File: src/rtl/rf_pkg.sv
// Shared defaults and typedefs for the multi-port register file and its read ports.
package rf_pkg;

    localparam int DATA_W_DEF = 32;
    localparam int ADDR_W_DEF = 5;

    typedef logic [ADDR_W_DEF-1:0] reg_addr_t;
    typedef logic [DATA_W_DEF-1:0] reg_data_t;

endpackage : rf_pkg

File: src/rtl/regfile_rd_port.sv
// One combinational read port: storage mux, write bypass, zero-register override and busy lookup.
module regfile_rd_port #(
    parameter int DATA_W   = 32,
    parameter int ADDR_W   = 5,
    parameter int NUM_WR   = 1,
    parameter int ZERO_REG = 1,
    parameter int BYPASS   = 1
) (
    input  logic                         active,
    input  logic [ADDR_W-1:0]            rd_addr,
    input  logic [(2**ADDR_W)*DATA_W-1:0] store,
    input  logic [(2**ADDR_W)-1:0]       pend,
    input  logic [NUM_WR-1:0]            wr_en,
    input  logic [NUM_WR*ADDR_W-1:0]     wr_addr,
    input  logic [NUM_WR*DATA_W-1:0]     wr_data,
    input  logic                         mark_en,
    input  logic [ADDR_W-1:0]            mark_addr,
    output logic [DATA_W-1:0]            rd_data,
    output logic                         rd_busy
);

    localparam int DEPTH = 2**ADDR_W;

    logic [DEPTH-1:0][DATA_W-1:0] store_arr;
    logic                         wr_hit;
    logic                         mark_hit;

    assign store_arr = store;
    assign mark_hit  = mark_en && (mark_addr == rd_addr);

    // Ascending scan so the highest-indexed matching write port is the one forwarded.
    always_comb begin
        rd_data = store_arr[rd_addr];
        rd_busy = pend[rd_addr];
        wr_hit  = 1'b0;
        if (BYPASS != 0) begin
            for (int j = 0; j < NUM_WR; j++) begin
                if (wr_en[j] && (wr_addr[j*ADDR_W +: ADDR_W] == rd_addr)) begin
                    wr_hit  = 1'b1;
                    rd_data = wr_data[j*DATA_W +: DATA_W];
                end
            end
            if (wr_hit) begin
                rd_busy = mark_hit;
            end
        end
        if ((ZERO_REG != 0) && (rd_addr == '0)) begin
            rd_data = '0;
            rd_busy = 1'b0;
        end
        if (!active) begin
            rd_data = '0;
            rd_busy = 1'b0;
        end
    end

endmodule : regfile_rd_port

File: src/rtl/regfile_mp.sv
// Parameterised multi-port register file with per-register pending (busy) scoreboard.
module regfile_mp
    import rf_pkg::*;
#(
    parameter int DATA_W   = DATA_W_DEF,
    parameter int ADDR_W   = ADDR_W_DEF,
    parameter int NUM_RD   = 2,
    parameter int NUM_WR   = 1,
    parameter int ZERO_REG = 1,
    parameter int BYPASS   = 1
) (
    input  logic                     clk,
    input  logic                     rst_n,
    input  logic [NUM_RD*ADDR_W-1:0] rd_addr,
    output logic [NUM_RD*DATA_W-1:0] rd_data,
    output logic [NUM_RD-1:0]        rd_busy,
    input  logic [NUM_WR-1:0]        wr_en,
    input  logic [NUM_WR*ADDR_W-1:0] wr_addr,
    input  logic [NUM_WR*DATA_W-1:0] wr_data,
    input  logic                     mark_en,
    input  logic [ADDR_W-1:0]        mark_addr,
    output logic                     busy_any
);

    localparam int DEPTH = 2**ADDR_W;

    logic [DEPTH-1:0][DATA_W-1:0] mem;
    logic [DEPTH-1:0][DATA_W-1:0] mem_next;
    logic [DEPTH-1:0]             pend;
    logic [DEPTH-1:0]             pend_next;
    logic [DEPTH*DATA_W-1:0]      store_flat;

    // Later ports overwrite earlier ones, so the highest index wins on an address collision.
    always_comb begin
        mem_next  = mem;
        pend_next = pend;
        for (int j = 0; j < NUM_WR; j++) begin
            if (wr_en[j]) begin
                pend_next[wr_addr[j*ADDR_W +: ADDR_W]] = 1'b0;
                if (!((ZERO_REG != 0) && (wr_addr[j*ADDR_W +: ADDR_W] == '0))) begin
                    mem_next[wr_addr[j*ADDR_W +: ADDR_W]] = wr_data[j*DATA_W +: DATA_W];
                end
            end
        end
        // A mark after the clears: a newly issued producer supersedes the one writing back.
        if (mark_en) begin
            pend_next[mark_addr] = 1'b1;
        end
        if (ZERO_REG != 0) begin
            pend_next[0] = 1'b0;
        end
    end

    always_ff @(posedge clk or negedge rst_n) begin
        if (!rst_n) begin
            mem  <= '0;
            pend <= '0;
        end else begin
            mem  <= mem_next;
            pend <= pend_next;
        end
    end

    assign store_flat = mem;
    assign busy_any   = |pend;

    for (genvar i = 0; i < NUM_RD; i++) begin : g_rd
        regfile_rd_port #(
            .DATA_W   (DATA_W),
            .ADDR_W   (ADDR_W),
            .NUM_WR   (NUM_WR),
            .ZERO_REG (ZERO_REG),
            .BYPASS   (BYPASS)
        ) u_rd (
            .active    (rst_n),
            .rd_addr   (rd_addr[i*ADDR_W +: ADDR_W]),
            .store     (store_flat),
            .pend      (pend),
            .wr_en     (wr_en),
            .wr_addr   (wr_addr),
            .wr_data   (wr_data),
            .mark_en   (mark_en),
            .mark_addr (mark_addr),
            .rd_data   (rd_data[i*DATA_W +: DATA_W]),
            .rd_busy   (rd_busy[i])
        );
    end

endmodule : regfile_mp
File: config.mk
export PLATFORM = sky130hd
export DESIGN_NAME = regfile_mp
export DESIGN_NICKNAME = d
export VERILOG_FILES = /design/src/rtl/rf_pkg.sv /design/src/rtl/regfile_rd_port.sv /design/src/rtl/regfile_mp.sv
export SDC_FILE = /design/constraint.sdc
export NUM_CORES = 2
export LEC_CHECK = 0
export BUFFER_PORTS_ARGS = -buffer_cell sky130_fd_sc_hd__buf_4
export CORE_UTILIZATION = 39
export CTS_CLUSTER_SIZE = 40
export DETAILED_ROUTE_END_ITERATION = 8
export GPL_ROUTABILITY_DRIVEN = 0
export GPL_TIMING_DRIVEN = 1
export PLACE_DENSITY = 0.64
export REMOVE_ABC_BUFFERS = 1
export SYNTH_ARGS = -nofsm -noshare
export SYNTH_HDL_FRONTEND = slang
export SYNTH_HIERARCHICAL = 1
export SYNTH_SLANG_ARGS = --single-unit
File: constraint.sdc
create_clock -name clk -period 2.34 [get_ports clk]
set_clock_uncertainty 0.2 [all_clocks]
set_input_delay 0.234 -clock clk [delete_from_list [all_inputs] [get_ports clk]]
set_output_delay 0.234 -clock clk [all_outputs]
set_load 0.03 [all_outputs]
==> qor.csv <==
stage,metric,value,unit
status,status,finished with violations,
status,violations in the final reports,negative setup slack,
synth,Synth Warn #,6,
grt,GRT overflow,0,
detailed_routing,Routed wire per std cell,29.0,µm
synth,largest cells by area after synthesis,"dfrtp_1, mux2_2, mux4_2",
critical_path,R2R depth,3,
synth,XOR/XNOR Fraction of Synth Area,0.00303,
critical_path,CP cell instances,"mux4_2, mux2i_1, mux2i_1, o2bb2ai_1, a22o_1, buf_6",
timing,"Setup violations, final",67,
clock_network,clock buffer depth,3,
synth,Mapped Cells,4310,
clock_network,CTS tree,yes,
timing,slew of the pin with the lowest slew margin,0.919,ns
synth,Post-synth top cells,"dfrtp_1, mux2_2, mux2i_1",
critical_path,CP Data Required Time,1.91,ns
clock_network,clock latency at the later pin of the worst-skew pair,0.76,ns
floorplanning,I/O Pins,123,
detailed_routing,DRT iter0 DRCs,3429,
clock_network,CTS buffer count,115,
synth,mux cell area share after synthesis,0.389,
detailed_routing,drt pass-1 iters,5,
clock_network,Root Driver,clkbuf_16,
floorplanning,Initial Util,0.395,
timing,Final Cycle Share,1.23,
power_and_ir_drop,Sw Ratio,0.284,
synth,post-synthesis compound-gate area fraction,0.0770,
critical_path,Crit. End Element,output port,
cells_and_area,Fillers,12811,
run,Max-Cap Viols,0,
synth,Synth async-reset ratio,1.00,
floorplanning,num rows,140,
clock_network,Clock Pin Slew Worst Setup and Hold Paths,0.06,ns
grt,initial antenna violation count,1,
timing,Final Max Slew Viols,0,
synth,synthesized flop and latch total,1055,
clock_network,CTS sink cnt,1055,
timing,Worst Slack Setup Final,-0.546,ns
timing,Final Hold Viols,0,
cells_and_area,Final nets,4646,
critical_path,"slowest stage delay, CP",0.48,ns
power_and_ir_drop,Clk pwr share,0.340,
power_and_ir_drop,total power per unit cell area,786,nW/µm²
synth,largest family of logic cells by synthesized area,multiplexers,
critical_path,Crit Path Class,reg -> out,
floorplanning,Die W,387,µm
synth,Synth Area per Inst,13.4,µm²
critical_path,cell mode on critical path,mux2i_1,
synth,Post-synth EDFFs,0,
grt,largest net degree at the start of global routing,157,
timing,Slew HR,0.387,
synth,Yosys top cell by area,dfrtp_1,
detailed_routing,drt drc,0,
synth,Simple-Gate Fraction of Synth Area,0.0311,
critical_path,Worst path slowest cell,mux4_2,
hold_path,Hold WC Path Type,in -> reg,
floorplanning,core area,146000,µm²
detailed_routing,vias per cell,6.14,
cells_and_area,P&R area growth vs syn,20.9,%
detailed_routing,WL final,191000,µm
clock_network,H-tree levels,3,
cells_and_area,ant diodes,0,
cells_and_area,Reg area,26400,µm²
cells_and_area,Final Instance Count excl. Fillers,6598,
cells_and_area,area occupied by multi-input gates,30100,µm²
power_and_ir_drop,Flop pwr share,0.443,
timing,RSZ-0062 raised after global routing,yes,
place,HPWL after DPL,126000,µm
synth,Post-Synth Adder-Cell Area,0,
synth,sequential area share after synthesis,0.456,
detailed_routing,routed via count,40479,
critical_path,Worst Path Arrival,2.45,ns
timing,crit path time final,2.89,ns
power_and_ir_drop,Lkg Pwr,30.9,nW
synth,Yosys cell types,52,
grt,vias in the first global route,41688,
critical_path,CP startpoint kind,flop,
synth,Yosys top cell area share,0.456,
detailed_routing,post-route ant nets,0,
critical_path,CP max FO,4,
power_and_ir_drop,internal power,39.4,mW
power_and_ir_drop,maximum VDD drop,0.648,mV
critical_path,critical path depth,6,
timing,Final TNS setup,-26.37,ns
cells_and_area,share of layout cells above drive strength 1,0.485,
place,dpl cells,6328,
power_and_ir_drop,Total Power,55.0,mW
grt,all-layer global routing usage,0.253,
grt,global-route wire length before repair,285000,µm
power_and_ir_drop,switching power,15.6,mW
power_and_ir_drop,Combinational Power Share,0.218,
critical_path,"delay-heaviest family, CP",multiplexers,
synth,Synth Cell Area,57900,µm²
critical_path,crit path buf inv count,1,
floorplanning,DIE AREA,150000,µm²
timing,FMAX,0.346,GHz
hold_path,hold-critical path depth,4,
synth,most frequent cell after synthesis,dfrtp_1,
floorplanning,Chip Height,387,µm
place,port bufs,122,
synth,ys flop type,dfrtp_1,
[kinds of logic (layout without fill, tap and decap cells)]
logic type      count (synthesis)  in the layout
compound gates                591            591
buf+inv                       477            847
flops                        1055           1055
other cells                     1              2
simple gates                  354            354
xor+xnor                       20             20
mux                          1812           1812
[sequential cells by signal, summed over array words and instances (netlist names)]
register / flops
mem: 1024
pend: 31
[path summary, 6_finish.rpt]
| check | slack (ns) | startpoint | to |
|---|---|---|---|
| max in group asynchronous | 0.25 | rst_n | mem[567]$_DFFE_PN0P_ |
| worst min-delay path | 0.03 | wr_en | pend[11]$_DFF_PN0_ |
| worst max register to register | 0.84 | pend[30]$_DFF_PN0_ | pend[30]$_DFF_PN0_ |
| min in group asynchronous | 0.33 | rst_n | mem[526]$_DFFE_PN0P_ |
| worst max-delay path | -0.55 | pend[14]$_DFF_PN0_ | rd_busy[0] |
| worst min register to register | 0.19 | mem[31]$_DFFE_PN0P_ | mem[31]$_DFFE_PN0P_ |
[routing by layer]
| layer | global-route usage | vias up | share of wire |
|---|---|---|---|
| met5 | 0 | - | 0 |
| met4 | 0.102 | 0 | 0.043 |
| met3 | 0.0477 | 454 | 0.064 |
| met2 | 0.404 | 1543 | 0.47 |
| met1 | 0.337 | 21403 | 0.42 |
| li1 | - | 17079 | - |
[final cells by class]
type                       instances  area share
multi-input combinational       2779       0.430
sequential                      1055       0.377
timing repair buffer             635       0.103
clock buffer                     168      0.0481
tap                             1917      0.0343
clock inverter                    40     0.00712
inverter                           4    0.000215
[power groups by stage]
stage | Sequential [mW] | Combinational [mW] | Clock (mW)
after floorplan | 23.7 | 7.44 | 0
after global placement | 24.3 | 11.0 | 0
after detailed placement | 24.6 | 11.2 | 0
after CTS | 24.3 | 11.8 | 19.0
after global routing | 24.8 | 12.8 | 19.7
final | 24.4 | 12.0 | 18.7
[placed cells by master (no fill, tap or decap), drive strengths merged, types with 17 or more instances in the layout]
| cell | Yosys | final |
|---|---|---|
| mux4 | 244 | 244 |
| nand3 | 100 | 100 |
| dfrtp | 1055 | 1055 |
| nor2 | 25 | 25 |
| mux2 | 1048 | 1048 |
| o22a | 64 | 64 |
| buf | 252 | 581 |
| o21ai | 32 | 32 |
| a221oi | 114 | 114 |
| nand2 | 142 | 142 |
| mux2i | 520 | 520 |
| clkinv | 0 | 28 |
| a21oi | 66 | 66 |
| clkbuf | 221 | 168 |
| a22o | 17 | 17 |
| a22oi | 258 | 258 |
| dlygate4sd3 | 0 | 53 |
[through the flow]
step,util,hold WS (ns),cell area (µm²),worst slack [ns]
after CTS,0.475,0.00116,69600,-0.580
after floorplan,-,-0.262,55400,-0.532
after global placement,0.439,0.0982,64300,-0.317
after detailed placement,0.439,0.0984,64300,-0.329
final,0.478,0.0283,70000,-0.546
after global routing,0.478,0.0264,70000,-0.646
[worst min-delay path, delay by kind of cell]
kind / cells / cell delay (ns)
buffers and inverters: 1 / 0.17
AOI/OAI and AO/OA: 1 / 0.14
and+or+nand+nor: 2 / 0.39
[repair_timing]
item | in CTS | in global routing
endpoints found under the setup margin | 67 | 68
hold buffers | 54 | 0
gates cloned | 0 | 0
resized for setup | 183 | 72
endpoints found under the hold margin | 1796 | 0
pin swaps | 187 | 31
setup buffers | 6 | 4
No activity file was read; power rests on OpenSTA's default activity.
